File: src/rtl/seq_comparator.sv
// Multi-cycle magnitude comparator: subtracts A-B one CHUNK-bit slice per cycle (LSB first)
// through a single slice subtractor with a registered borrow, then reports eq/lt/gt.
module seq_comparator #(
  parameter int unsigned WIDTH = 32,
  parameter int unsigned CHUNK = 8
) (
  input  logic             clk,
  input  logic             rst,
  input  logic             start,
  input  logic             signed_mode,
  input  logic [WIDTH-1:0] a,
  input  logic [WIDTH-1:0] b,
  output logic             busy,
  output logic             done,
  output logic             eq,
  output logic             lt,
  output logic             gt
);

  localparam int unsigned N    = WIDTH / CHUNK;
  localparam int unsigned IdxW = $clog2(N + 1);

  typedef enum logic [1:0] {StIdle, StRun, StDone} state_e;

  state_e            state_q, state_d;
  logic [WIDTH-1:0]  a_q, a_d, b_q, b_d;
  logic [IdxW-1:0]   idx_q, idx_d;
  logic              sm_q, sm_d;
  logic              borrow_q, borrow_d;
  logic              nz_q, nz_d;
  logic              eq_q, eq_d, lt_q, lt_d, gt_q, gt_d;

  logic [CHUNK:0]    diff;
  logic              slice_nz, amsb, bmsb, dmsb, ovf, last, accept;

  always_comb begin
    // Operands shift right each RUN cycle, so the current slice A[idx] always sits at the bottom.
    diff     = {1'b0, a_q[CHUNK-1:0]} - {1'b0, b_q[CHUNK-1:0]} - {{CHUNK{1'b0}}, borrow_q};
    slice_nz = |diff[CHUNK-1:0];
    amsb     = a_q[CHUNK-1];
    bmsb     = b_q[CHUNK-1];
    dmsb     = diff[CHUNK-1];
    ovf      = (amsb ^ bmsb) & (amsb ^ dmsb);
    last     = (idx_q == IdxW'(N - 1));
    accept   = start && (state_q == StIdle || state_q == StDone);

    state_d  = state_q;
    a_d      = a_q;
    b_d      = b_q;
    idx_d    = idx_q;
    sm_d     = sm_q;
    borrow_d = borrow_q;
    nz_d     = nz_q;
    eq_d     = eq_q;
    lt_d     = lt_q;
    gt_d     = gt_q;

    unique case (state_q)
      StIdle: ;
      StRun: begin
        a_d      = a_q >> CHUNK;
        b_d      = b_q >> CHUNK;
        borrow_d = diff[CHUNK];
        nz_d     = nz_q | slice_nz;
        idx_d    = idx_q + IdxW'(1);
        if (last) begin
          eq_d    = !(nz_q | slice_nz);
          lt_d    = sm_q ? (dmsb ^ ovf) : diff[CHUNK];
          gt_d    = !eq_d && !lt_d;
          state_d = StDone;
        end
      end
      StDone:  state_d = StIdle;
      default: state_d = StIdle;
    endcase

    if (accept) begin
      a_d      = a;
      b_d      = b;
      sm_d     = signed_mode;
      borrow_d = 1'b0;
      nz_d     = 1'b0;
      idx_d    = '0;
      state_d  = StRun;
    end
  end

  always_ff @(posedge clk) begin
    if (rst) begin
      state_q  <= StIdle;
      a_q      <= '0;
      b_q      <= '0;
      idx_q    <= '0;
      sm_q     <= 1'b0;
      borrow_q <= 1'b0;
      nz_q     <= 1'b0;
      eq_q     <= 1'b0;
      lt_q     <= 1'b0;
      gt_q     <= 1'b0;
    end else begin
      state_q  <= state_d;
      a_q      <= a_d;
      b_q      <= b_d;
      idx_q    <= idx_d;
      sm_q     <= sm_d;
      borrow_q <= borrow_d;
      nz_q     <= nz_d;
      eq_q     <= eq_d;
      lt_q     <= lt_d;
      gt_q     <= gt_d;
    end
  end

  assign busy = (state_q == StRun);
  assign done = (state_q == StDone);
  assign eq   = eq_q;
  assign lt   = lt_q;
  assign gt   = gt_q;

endmodule

File: config.mk
export PLATFORM = sky130hd
export DESIGN_NAME = seq_comparator
export DESIGN_NICKNAME = d
export VERILOG_FILES = /design/src/rtl/seq_comparator.sv
export SDC_FILE = /design/constraint.sdc
export NUM_CORES = 1
export LEC_CHECK = 0
export ABC_AREA = 1
export CAP_MARGIN = 20
export CORE_UTILIZATION = 36
export DETAILED_ROUTE_END_ITERATION = 12
export SYNTH_ARGS = -nofsm -noshare
export SYNTH_HDL_FRONTEND = slang
export SYNTH_SLANG_ARGS = --single-unit
File: constraint.sdc
create_clock -name clk -period 3.1 [get_ports clk]
set_input_delay 0.62 -clock clk [delete_from_list [all_inputs] [get_ports clk]]
set_output_delay 0.62 -clock clk [all_outputs]
set_load 0.02 [all_outputs]
Yosys cells after proc, flatten, opt, wreduce, memory -nomap -nowiden
Cells that the tools add are included.
W data, S select, Z words.
- output and inout port bits: 5
- logic and storage cells: 46
- flip-flop bits (word level): 75
- input port bits: 68
- equality and inequality tests: 6
- bitwise logic cells: 6
- $add $sub $neg: 3
- multiplexer cells: 8
- reduce and logical (&&, ||, !) cells: 12
- operators with widths (kind ; number):
    $mux W32 ; 4
    $sub A8 B8 Y9 ; 1
    $sub A9 B1 Y9 ; 1
    $reduce_or A8 Y1 ; 1
    $reduce_and A2 Y1 ; 3
    $pmux W2 S2 ; 1
    $add A3 B1 Y3 const B ; 1
    $eq A3 B2 Y1 const B ; 1
    $ne A3 B1 Y1 const B ; 1
    $xor A1 B1 Y1 ; 3
    $eq A2 B1 Y1 const B ; 1
    $eq A2 B2 Y1 const B ; 1
    $logic_and A1 B1 Y1 ; 2
    $logic_not A1 Y1 ; 2
    $logic_not A2 Y1 ; 1
    $mux W1 ; 2
    $mux W2 ; 1
    $ne A2 B1 Y1 const B ; 1
    $ne A2 B2 Y1 const B ; 1
    $reduce_bool A2 Y1 ; 1
    $reduce_or A2 Y1 ; 1
    $and A1 B1 Y1 ; 1
    $logic_or A1 B1 Y1 ; 1
    $not A1 Y1 ; 1
    $or A1 B1 Y1 ; 1

Longest topological paths before layout
Gate-level depths: netlist of run 1.
- word-level depth: 8
- gate-level depth with buffers: 17
- depth with buffers taken out: 17

Worst setup path before layout of run 1
No wires, ideal clock.
- path kind: reg2reg
- start: register b_q[0]
- end: register gt_q, in the netlist gt
- slack: 1.107 ns
- period minus slack after synthesis: 1.993 ns
- data arrival time: 1.864 ns
- cell stages (with the launch flop): 15
- path buffers: 0
- required time: 2.972 ns
- setup time: 0.128 ns
- path through: dfxtp_1 inv_1 fa_1 inv_1 ha_1 o21ai_4 nand2_1 nand2_1 nand3_1 nand2_1 nand2_1 nor2_2 nor2_2 nand2_1 a21oi_1
- longest elaborated chain between the ends: 8
- elaborated cells between the ends (all ways): 10
- classes of those cells: add/sub: 2; mux: 1; bitwise: 4; reduce/logical: 3
- RTL lines (what ; RTL line ; RTL):
    start: declaration ; 26 ; logic [WIDTH-1:0] a_q, a_d, b_q, b_d;
    start signal: assignment ; 92 ; b_q <= '0;
    start signal: assignment ; 103 ; b_q <= b_d;
    $sub A8 B8 Y9 * ; 38 ; diff = {1'b0, a_q[CHUNK-1:0]} - {1'b0, b_q[CHUNK-1:0]} - {{CHUNK{1'b0}}, borrow_q};
    $sub A9 B1 Y9 * ; 38 ;
    $xor A1 B1 Y1 ; 43 ; ovf = (amsb ^ bmsb) & (amsb ^ dmsb);
    $and A1 B1 Y1 ; 43 ;
    $xor A1 B1 Y1 ; 68 ; lt_d = sm_q ? (dmsb ^ ovf) : diff[CHUNK];
    $mux W1 ; 68 ;
    $logic_not A1 Y1 ; 69 ; gt_d = !eq_d && !lt_d;
    $logic_and A1 B1 Y1 * ; 69 ;
    end signal: assignment ; 110 ; gt_q <= gt_d;
    end: declaration ; 31 ; logic eq_q, eq_d, lt_q, lt_d, gt_q, gt_d;
Every way passes the cells marked *; elsewhere a longest branch is shown, timed or not.
A chain may end at the register's enable or synchronous reset.

Worst setup path after layout of run 1
Same ends and word-level chain as after synthesis.

==> report_table.html, run 1 <==
<table>
<tr><th>Metric</th><th>Value</th></tr>
<tr><th colspan="2">Status</th></tr>
<tr><td>Result of the run</td><td>finished, final reports clean</td></tr>
<tr><th colspan="2">Placed design</th></tr>
<tr><td>Detailed-placement wirelength estimate</td><td>6277 um</td></tr>
<tr><td>Placer Congestion</td><td>0.8158</td></tr>
<tr><td>Number of instances in the placed design</td><td>700</td></tr>
<tr><td>Count of input and output buffers</td><td>72</td></tr>
<tr><th colspan="2">Min path</th></tr>
<tr><td>Type of the most critical hold path</td><td>flop to flop</td></tr>
<tr><td>End of the worst hold path</td><td>b_q[27]</td></tr>
<tr><td>Worst hold path stage count</td><td>2</td></tr>
<tr><td>Hold_sp</td><td>b_q[27]</td></tr>
<tr><th colspan="2">Timing</th></tr>
<tr><td>Final critical-path share of the clock period</td><td>0.6963</td></tr>
<tr><td>Slew @ Worst Pin</td><td>0.5350 ns</td></tr>
<tr><td>Final number of hold-violating endpoints</td><td>0</td></tr>
<tr><td>RSZ-0062 raised after global routing</td><td>no</td></tr>
<tr><td>Relative slew slack</td><td>0.6428</td></tr>
<tr><td>Total negative setup slack</td><td>0 ns</td></tr>
<tr><td>Final period demand of the worst path</td><td>2.159 ns</td></tr>
<tr><td>Post-Route Skew</td><td>0.006067 ns</td></tr>
<tr><td>Highest clock frequency the design can meet</td><td>463.3 MHz</td></tr>
<tr><td>Number of endpoints failing setup at the final stage</td><td>0</td></tr>
<tr><td>Slew Viols, Final</td><td>0</td></tr>
<tr><th colspan="2">Flow run</th></tr>
<tr><td>Count of max-cap constraint violations</td><td>0</td></tr>
<tr><th colspan="2">CTS</th></tr>
<tr><td>Cell at the root of the clock tree</td><td>sky130_fd_sc_hd__clkbuf_8</td></tr>
<tr><td>CTS tree</td><td>yes</td></tr>
<tr><td>Clock latency on the worst-skew pair</td><td>0.33 ns</td></tr>
<tr><td>Clock Tree Buf Depth</td><td>2</td></tr>
<tr><td>Clock tree sinks</td><td>75</td></tr>
<tr><td>H-tree level count</td><td>3</td></tr>
<tr><td>Clock-pin slew on the worst setup and hold paths</td><td>0.08 ns</td></tr>
<tr><td>Hold-fix buffer count after cts</td><td>0</td></tr>
<tr><td>CTS buffer count</td><td>9</td></tr>
<tr><td>Number of gates resized after CTS</td><td>0</td></tr>
<tr><td>Post-CTS setup repair buffer count</td><td>0</td></tr>
<tr><th colspan="2">Layout</th></tr>
<tr><td>Final nets</td><td>664</td></tr>
<tr><td>Final standard cell count with taps included and fillers excluded</td><td>716</td></tr>
<tr><td>Most used cells in the layout excluding fill and tap cells</td><td>sky130_fd_sc_hd__nand2_1, sky130_fd_sc_hd__dfxtp_1, sky130_fd_sc_hd__clkdlybuf4s50_1</td></tr>
<tr><td>Area Growth Syn to Fin</td><td>28.49%</td></tr>
<tr><td>Count of fill cells added during filler insertion</td><td>1037</td></tr>
<tr><td>Total inserted antenna cells</td><td>0</td></tr>
<tr><td>Combined flip-flop and latch cell area</td><td>1501 um2</td></tr>
<tr><td>Area occupied by multi-input gates</td><td>1805 um2</td></tr>
<tr><td>Most common cell after layout, fill and taps aside</td><td>sky130_fd_sc_hd__nand2_1</td></tr>
<tr><td>Proportion of layout cells with a drive suffix above 1</td><td>0.06346</td></tr>
<tr><th colspan="2">Yosys</th></tr>
<tr><td>#FFs+latches synth</td><td>75</td></tr>
<tr><td>Number of enable flip-flop cells after synthesis</td><td>0</td></tr>
<tr><td>Netlist area before placement</td><td>3623 um2</td></tr>
<tr><td>Net Count, Synth</td><td>606</td></tr>
<tr><td>Cell accounting for the most synthesized area</td><td>sky130_fd_sc_hd__dfxtp_1</td></tr>
<tr><td>Leading cell types by total area after synthesis</td><td>sky130_fd_sc_hd__dfxtp_1, sky130_fd_sc_hd__nand2_1, sky130_fd_sc_hd__a21oi_1</td></tr>
<tr><td>Share of synthesized registers carrying an async set or reset</td><td>0</td></tr>
<tr><td>Most used flip-flop cell after synthesis</td><td>sky130_fd_sc_hd__dfxtp_1</td></tr>
<tr><td>Yosys warns</td><td>0</td></tr>
<tr><td>Syn_area_per_cell</td><td>6.968 um2</td></tr>
<tr><td>Sequential cell area fraction in the yosys report</td><td>0.4144</td></tr>
<tr><td>Number of unique standard cell types used by synthesis</td><td>28</td></tr>
<tr><td>Mapped Cells</td><td>520</td></tr>
<tr><td>Proportion of netlist area held by the largest area contributor</td><td>0.4144</td></tr>
<tr><th colspan="2">Setup path</th></tr>
<tr><td>Worst path cell trace</td><td>inv_1 &gt; fa_1 &gt; inv_1 &gt; ha_1 &gt; o21ai_4 &gt; nand2_1 &gt; nand2_1 &gt; nand3_1 &gt; nand2_1 &gt; nand2_1 &gt; nor2_2 &gt; nor2_2 &gt; nand2_1 &gt; a21oi_1</td></tr>
<tr><td>Largest fanout on the critical path</td><td>2</td></tr>
<tr><td>Worst reg2reg setup slack</td><td>0.94 ns</td></tr>
<tr><td>Most prevalent standard cell on the critical path</td><td>sky130_fd_sc_hd__nand2_1</td></tr>
<tr><td>Depth of the worst register-to-register path</td><td>14</td></tr>
<tr><td>Startpoint class of the critical path</td><td>flop</td></tr>
<tr><td>Cell with the largest stage delay on the worst path</td><td>sky130_fd_sc_hd__fa_1</td></tr>
<tr><td>Worst reg2reg endpoint</td><td>gt</td></tr>
<tr><td>Class of the most critical setup path</td><td>flop to flop</td></tr>
<tr><td>CP Data Arrival Time</td><td>2.37 ns</td></tr>
<tr><td>Start of the worst register-to-register path</td><td>b_q[0]</td></tr>
<tr><td>Required time at the endpoint of the critical path</td><td>3.31 ns</td></tr>
<tr><td>Critical path's largest stage delay</td><td>0.52 ns</td></tr>
<tr><td>Category of the worst setup path capture point</td><td>flop</td></tr>
<tr><th colspan="2">Detailed routing</th></tr>
<tr><td>Count of nets left with antenna violations after detail routing</td><td>0</td></tr>
<tr><td>Number of vias per cell after detailed routing</td><td>4.684</td></tr>
<tr><td>Number of iterations in the first detailed-routing pass</td><td>4</td></tr>
<tr><td># DRC</td><td>0</td></tr>
<tr><td>Routed length per instance</td><td>12.02 um</td></tr>
<tr><td>Final wirelength</td><td>8608 um</td></tr>
<tr><td>Via count</td><td>3354</td></tr>
<tr><td>DRT iter0 DRCs</td><td>173</td></tr>
<tr><th colspan="2">Floorplanning</th></tr>
<tr><td>Starting density of the core</td><td>0.3707</td></tr>
<tr><td>I/O pin total</td><td>73</td></tr>
<tr><td>Overall die area</td><td>10470 um2</td></tr>
<tr><td>Standard-cell rows</td><td>36</td></tr>
<tr><td>Core ar.</td><td>9774 um2</td></tr>
<tr><td>Horizontal die dimension</td><td>102.3 um</td></tr>
<tr><td>Height of the die</td><td>102.3 um</td></tr>
<tr><th colspan="2">Global routing</th></tr>
<tr><td>Number of antenna violations at the first check in global routing</td><td>0</td></tr>
<tr><td>Global-route wire length before repair</td><td>14290 um</td></tr>
<tr><td>Remaining Overflow, GRT</td><td>0</td></tr>
<tr><td>Pin count of the biggest net entering global routing</td><td>56</td></tr>
<tr><td>Overall routing resource usage</td><td>0.1756</td></tr>
<tr><td>Vias in the first global route</td><td>3091</td></tr>
<tr><th colspan="2">Pwr</th></tr>
<tr><td>Pleak</td><td>0.001908 uW</td></tr>
<tr><td>Worst supply voltage drop on vdd</td><td>0.0002975 V</td></tr>
<tr><td>Areal power density over the cells</td><td>536.5 nW/um2</td></tr>
</table>
-- power breakdown --
part	switching, uW	internal [uW]	leakage [uW]
Clock	353	533	0.000119
Sequential	36.1	1030	0.000617
Combinational	309	236	0.00117
-- synth_stat cells (2+ instances only) --
library cell                 n
sky130_fd_sc_hd__nand2_1   219
sky130_fd_sc_hd__dfxtp_1    75
sky130_fd_sc_hd__inv_1      44
sky130_fd_sc_hd__a21oi_1    40
sky130_fd_sc_hd__a31oi_1    32
sky130_fd_sc_hd__o21ai_0    18
sky130_fd_sc_hd__ha_1       16
sky130_fd_sc_hd__nor2_1     13
sky130_fd_sc_hd__buf_2      12
sky130_fd_sc_hd__clkbuf_1   12
sky130_fd_sc_hd__nand3_1     7
sky130_fd_sc_hd__a211oi_1    4
sky130_fd_sc_hd__buf_4       4
sky130_fd_sc_hd__nand2_2     4
sky130_fd_sc_hd__inv_2       3
sky130_fd_sc_hd__nor2_2      3
sky130_fd_sc_hd__fa_1        2
sky130_fd_sc_hd__nand3b_1    2
-- worst max path at each step --
stage	start	to	slack, ns
floorplan	b_q[0]	gt	1.11
global placement	start	a_q[20]	0.88
global route	b_q[0]	gt	0.68
finish	b_q[0]	gt	0.94
detailed placement	start	a_q[6]	0.85
CTS	state_q[0]	busy	0.92
-- area by class of cell --
cell class,count,area share
Clock buffer,9,0.02661
Sequential cell,75,0.3225
Clock inverter,7,0.02499
Multi-Input combinational cell,368,0.3878
Timing Repair Buffer,77,0.1645
Tap cell,133,0.03574
Inverter,47,0.03789
-- metrics by stage --
stage	power (uW)	instance area, um2	util	worst slack [ns]	hold slack (ns)
3_3_place_gp	1630	4415	0.4517	0.8755	0.4479
5_1_grt	2651	4656	0.4763	0.6839	0.4779
2_1_floorplan	1457	3623	-	1.107	0.4395
4_1_cts	2525	4656	0.4763	0.9241	0.4644
6_report	2498	4656	0.4763	0.9414	0.4603
3_5_place_dp	1638	4415	0.4517	0.8506	0.4535
-- metal layers --
| layer | GRT usage | vias to the layer above | wire, um | share of wire |
|---|---|---|---|---|
| li1 | - | 1770 | - | - |
| met1 | 0.2419 | 1510 | 4220 | 0.49 |
| met2 | 0.2777 | 69 | 3973 | 0.46 |
| met3 | 0.03010 | 5 | 328 | 0.038 |
| met4 | 0.05934 | 0 | 87 | 0.010 |
| met5 | 0 | - | 0 | 0 |
-- worst max-delay path, delay by kind of cell (launching register included) --
family	cells	cell delay, ns
AND/OR/NAND/NOR	8	0.64
adder cells (fa/ha/maj)	2	0.74
AO/OA/AOI/OAI	2	0.21
flip-flops	1	0.33
buffers and inverters	2	0.11
-- sequential cells by signal, indices dropped and copies added (netlist names), 2 cells and up --
name     flops
a_q         32
b_q         32
idx_q        3
state_q      2
-- cell families (layout without fill, tap and decap cells) --
group / after synthesis / after routing / share of synthesized area
and+or+nand+nor: 252 / 252 / 0.2762
AOI/OAI and AO/OA: 98 / 98 / 0.1537
adders and majority gates: 18 / 18 / 0.06630
buffers and inverters: 77 / 140 / 0.08943
DFF: 75 / 75 / 0.4144
(Power assumes the default switching activity.)
==> run 2, diff against run 1 <==
==> constraint.sdc (replaced) <==
create_clock -name clk -period 2 [get_ports clk]
set_input_delay 0.4 -clock clk [delete_from_list [all_inputs] [get_ports clk]]
set_output_delay 0.4 -clock clk [all_outputs]
set_load 0.02 [all_outputs]
==> run 2 against run 1 <==
Against the previous run:
- the flow now finishes with violations (negative setup slack)
- global-route usage decreased by 0.22 points
- die area unchanged
- register-to-register slack got worse by 1.1 ns
- critical path depth unchanged
- sequential power increased by 54%
- final cell count increased by 2.0%
- sequential share of layout area decreased by 1.6 points
- maximum frequency decreased by 0.97%
- sequential cell count unchanged
- wire length increased by 4.3%
- clock power increased by 52%
- via count increased by 2.7%
- largest cell class unchanged
==> report_table.html, run 2 (synthesis results as in run 1) <==
<table>
<tr><th>Metric</th><th>Value</th></tr>
<tr><th colspan="2">Flow run</th></tr>
<tr><td>Count of max-cap constraint violations</td><td>0</td></tr>
<tr><th colspan="2">CTS</th></tr>
<tr><td>Clock-pin slew on the worst setup and hold paths</td><td>0.08 ns</td></tr>
<tr><td>Clock tree sinks</td><td>75</td></tr>
<tr><td>Cell at the root of the clock tree</td><td>sky130_fd_sc_hd__clkbuf_8</td></tr>
<tr><td>CTS buffer count</td><td>9</td></tr>
<tr><td>Clock Tree Buf Depth</td><td>2</td></tr>
<tr><td>CTS tree</td><td>yes</td></tr>
<tr><td>H-tree level count</td><td>3</td></tr>
<tr><td>Clock latency on the worst-skew pair</td><td>0.35 ns</td></tr>
<tr><th colspan="2">Setup path</th></tr>
<tr><td>Buffers and inverters on the worst path</td><td>2</td></tr>
<tr><td>Startpoint class of the critical path</td><td>flop</td></tr>
<tr><td>Start of the worst register-to-register path</td><td>a_q[4]</td></tr>
<tr><td>Class of the most critical setup path</td><td>flop to flop</td></tr>
<tr><td>CP Data Arrival Time</td><td>2.40 ns</td></tr>
<tr><td>Worst reg2reg setup slack</td><td>-0.18 ns</td></tr>
<tr><td>Most prevalent standard cell on the critical path</td><td>sky130_fd_sc_hd__nand2_1</td></tr>
<tr><td>Worst path cell trace</td><td>inv_1 &gt; ha_1 &gt; inv_1 &gt; ha_1 &gt; nand2_1 &gt; nand2_1 &gt; a21oi_2 &gt; nand3_1 &gt; nand2_2 &gt; nand2_2 &gt; nor2_4 &gt; nor2_4 &gt; nand2_1 &gt; a21oi_2</td></tr>
<tr><td>Category of the worst setup path capture point</td><td>flop</td></tr>
<tr><td>Cell with the largest stage delay on the worst path</td><td>sky130_fd_sc_hd__ha_1</td></tr>
<tr><td>Top Family by Delay on Critical Path</td><td>simple AND/OR/NAND/NOR gates</td></tr>
<tr><td>Required time at the endpoint of the critical path</td><td>2.22 ns</td></tr>
<tr><td>Worst setup path startpoint</td><td>a_q[4]</td></tr>
<tr><td>Critical path's largest stage delay</td><td>0.34 ns</td></tr>
<tr><td>Largest fanout on the critical path</td><td>4</td></tr>
<tr><th colspan="2">Layout</th></tr>
<tr><td>Area Growth Syn to Fin</td><td>35.57%</td></tr>
<tr><td>Proportion of layout cells with a drive suffix above 1</td><td>0.1441</td></tr>
<tr><td>Area occupied by multi-input gates</td><td>1939 um2</td></tr>
<tr><td>Most used cells in the layout excluding fill and tap cells</td><td>sky130_fd_sc_hd__nand2_1, sky130_fd_sc_hd__dfxtp_1, sky130_fd_sc_hd__clkdlybuf4s50_1</td></tr>
<tr><td>Final standard cell count with taps included and fillers excluded</td><td>730</td></tr>
<tr><td>Count of fill cells added during filler insertion</td><td>997</td></tr>
<tr><td>Total inserted antenna cells</td><td>0</td></tr>
<tr><td>Final nets</td><td>679</td></tr>
<tr><td>Largest registers in the final layout</td><td>a_q x32, b_q x32, idx_q x3</td></tr>
<tr><td>Combined flip-flop and latch cell area</td><td>1505 um2</td></tr>
<tr><td>Most common cell after layout, fill and taps aside</td><td>sky130_fd_sc_hd__nand2_1</td></tr>
<tr><th colspan="2">Floorplanning</th></tr>
<tr><td>I/O pin total</td><td>73</td></tr>
<tr><td>Starting density of the core</td><td>0.3707</td></tr>
<tr><td>Overall die area</td><td>10470 um2</td></tr>
<tr><td>Standard-cell rows</td><td>36</td></tr>
<tr><td>Core ar.</td><td>9774 um2</td></tr>
<tr><td>Height of the die</td><td>102.3 um</td></tr>
<tr><td>Horizontal die dimension</td><td>102.3 um</td></tr>
<tr><th colspan="2">Global routing</th></tr>
<tr><td>Number of antenna violations at the first check in global routing</td><td>0</td></tr>
<tr><td>Vias in the first global route</td><td>3079</td></tr>
<tr><td>Overall routing resource usage</td><td>0.1734</td></tr>
<tr><td>Global-route wire length before repair</td><td>14090 um</td></tr>
<tr><td>GR Util met3</td><td>0.03694</td></tr>
<tr><td>Met2 layer usage reported by global route</td><td>0.2834</td></tr>
<tr><td>Layer with the highest usage</td><td>met2</td></tr>
<tr><td>Remaining Overflow, GRT</td><td>0</td></tr>
<tr><td>Met1 track utilization from global routing</td><td>0.2256</td></tr>
<tr><td>Pin count of the biggest net entering global routing</td><td>53</td></tr>
<tr><th colspan="2">Timing</th></tr>
<tr><td>RSZ-0062 raised after global routing</td><td>yes</td></tr>
<tr><td>Slew Viols, Final</td><td>0</td></tr>
<tr><td>Total negative setup slack</td><td>-0.5165 ns</td></tr>
<tr><td>Highest clock frequency the design can meet</td><td>458.8 MHz</td></tr>
<tr><td>Relative slew slack</td><td>0.6368</td></tr>
<tr><td>Number of endpoints failing setup at the final stage</td><td>4</td></tr>
<tr><td>Final worst slack</td><td>-0.1798 ns</td></tr>
<tr><td>Final number of hold-violating endpoints</td><td>0</td></tr>
<tr><td>Final period demand of the worst path</td><td>2.180 ns</td></tr>
<tr><td>Final critical-path share of the clock period</td><td>1.090</td></tr>
<tr><td>Slew @ Worst Pin</td><td>0.5448 ns</td></tr>
<tr><td>Post-Route Skew</td><td>0.01011 ns</td></tr>
<tr><th colspan="2">Status</th></tr>
<tr><td>Violated checks</td><td>negative setup slack</td></tr>
<tr><td>Result of the run</td><td>finished, violations left</td></tr>
<tr><th colspan="2">Pwr</th></tr>
<tr><td>Areal power density over the cells</td><td>824.8 nW/um2</td></tr>
<tr><td>Clock share of power</td><td>0.333</td></tr>
<tr><td>Sum of internal, switching and leakage power</td><td>4052 uW</td></tr>
<tr><td>Pleak</td><td>0.001990 uW</td></tr>
<tr><td>Net switching power</td><td>1179 uW</td></tr>
<tr><td>Worst supply voltage drop on vdd</td><td>0.0004317 V</td></tr>
<tr><td>Internal cell power</td><td>2873 uW</td></tr>
<tr><td>Share of power burned in combinational logic</td><td>0.259</td></tr>
<tr><td>Switching power as a share of total power</td><td>0.2909</td></tr>
<tr><td>Sequential share of power</td><td>0.408</td></tr>
<tr><th colspan="2">Min path</th></tr>
<tr><td>Hold_sp</td><td>b_q[30]</td></tr>
<tr><td>Type of the most critical hold path</td><td>flop to flop</td></tr>
<tr><th colspan="2">Placed design</th></tr>
<tr><td>Placer Congestion</td><td>0.8206</td></tr>
<tr><td>Worst setup timing slack at the placement stage</td><td>-0.1746 ns</td></tr>
<tr><td>Number of instances in the placed design</td><td>714</td></tr>
<tr><td>Count of input and output buffers</td><td>72</td></tr>
<tr><td>Detailed-placement wirelength estimate</td><td>6286 um</td></tr>
<tr><th colspan="2">Detailed routing</th></tr>
<tr><td>Number of iterations in the first detailed-routing pass</td><td>4</td></tr>
<tr><td>DRT iter0 DRCs</td><td>133</td></tr>
<tr><td>Number of vias per cell after detailed routing</td><td>4.718</td></tr>
<tr><td>Routed length per instance</td><td>12.30 um</td></tr>
<tr><td>Final wirelength</td><td>8982 um</td></tr>
<tr><td>Count of nets left with antenna violations after detail routing</td><td>0</td></tr>
<tr><td># DRC</td><td>0</td></tr>
<tr><td>Via count</td><td>3444</td></tr>
</table>
## run 2: cell types whose count changed in the layout (fill, tap and decap cells not counted), sizes merged
cell,before,now
buf,6,21
clkbuf,9,12
clkinv,3,0
bufinv,3,2
clkinvlp,1,0
inv,47,48
## run 2: cell type report
class                           instances  area share
Timing Repair Buffer                   92      0.1814
Clock buffer                           12     0.03362
Sequential cell                        75      0.3064
Inverter                               47     0.03591
Clock inverter                          3     0.01401
Multi-Input combinational cell        368      0.3948
Tap cell                              133     0.03388
## run 2: worst register-to-register path: cells and delay by family, from the launching register on
| kind | cells | cell delay (ns) |
|---|---|---|
| AND/OR/NAND/NOR | 8 | 0.76 |
| adder cells (fa/ha/maj) | 2 | 0.60 |
| AO/OA/AOI/OAI | 2 | 0.27 |
| flip-flops | 1 | 0.33 |
| buffers and inverters | 2 | 0.08 |
## run 2: per-stage QoR
| stage | area (um2) | utilization | hold WS, ns |
|---|---|---|---|
| 3_3_place_gp | 4533 | 0.4638 | 0.4485 |
| 2_1_floorplan | 3623 | - | 0.4395 |
| 6_report | 4912 | 0.5026 | 0.4625 |
| 5_1_grt | 4912 | 0.5026 | 0.4619 |
| 4_1_cts | 4801 | 0.4912 | 0.4500 |
| 3_5_place_dp | 4533 | 0.4638 | 0.4527 |
## run 2: final timing paths
check                           cells past startpoint       to
worst min-delay path                                2  b_q[30]
worst max-delay path                               14       gt
worst min register to register                      2  b_q[30]
worst max register to register                     14       gt
## run 2: repair_timing
action / CTS / global route
hold buffers: 0 / 0
endpoints found under the setup margin: 4 / 5
pin swaps: 9 / 13
buffers inserted: 0 / 1
gates resized for setup: 9 / 31
## run 2: power by group through the flow
stage               clock (uW)  combinational, uW  sequential (uW)
CTS                       1370                943             1650
floorplan                    0                587             1670
global route              1440               1160             1670
global placement             0                901             1680
finish                    1350               1050             1650
detailed placement           0                916             1690
## run 2: metal layers
layer  part of all wire  vias up
met1               0.47     1536
met4              0.024        0
met3              0.041       21
met5                  0        -
met2               0.46       81
li1                   -     1806
==> run 3, diff against run 2 <==
--- a/config.mk
+++ b/config.mk
@@ -8,6 +8,7 @@
 export ABC_AREA = 1
 export CAP_MARGIN = 20
 export CORE_UTILIZATION = 36
+export CTS_CLUSTER_SIZE = 40
 export DETAILED_ROUTE_END_ITERATION = 12
 export SYNTH_ARGS = -nofsm -noshare
 export SYNTH_HDL_FRONTEND = slang
==> results of run 3 <==
Final layout, timing and power as in run 2 (identical DEF).
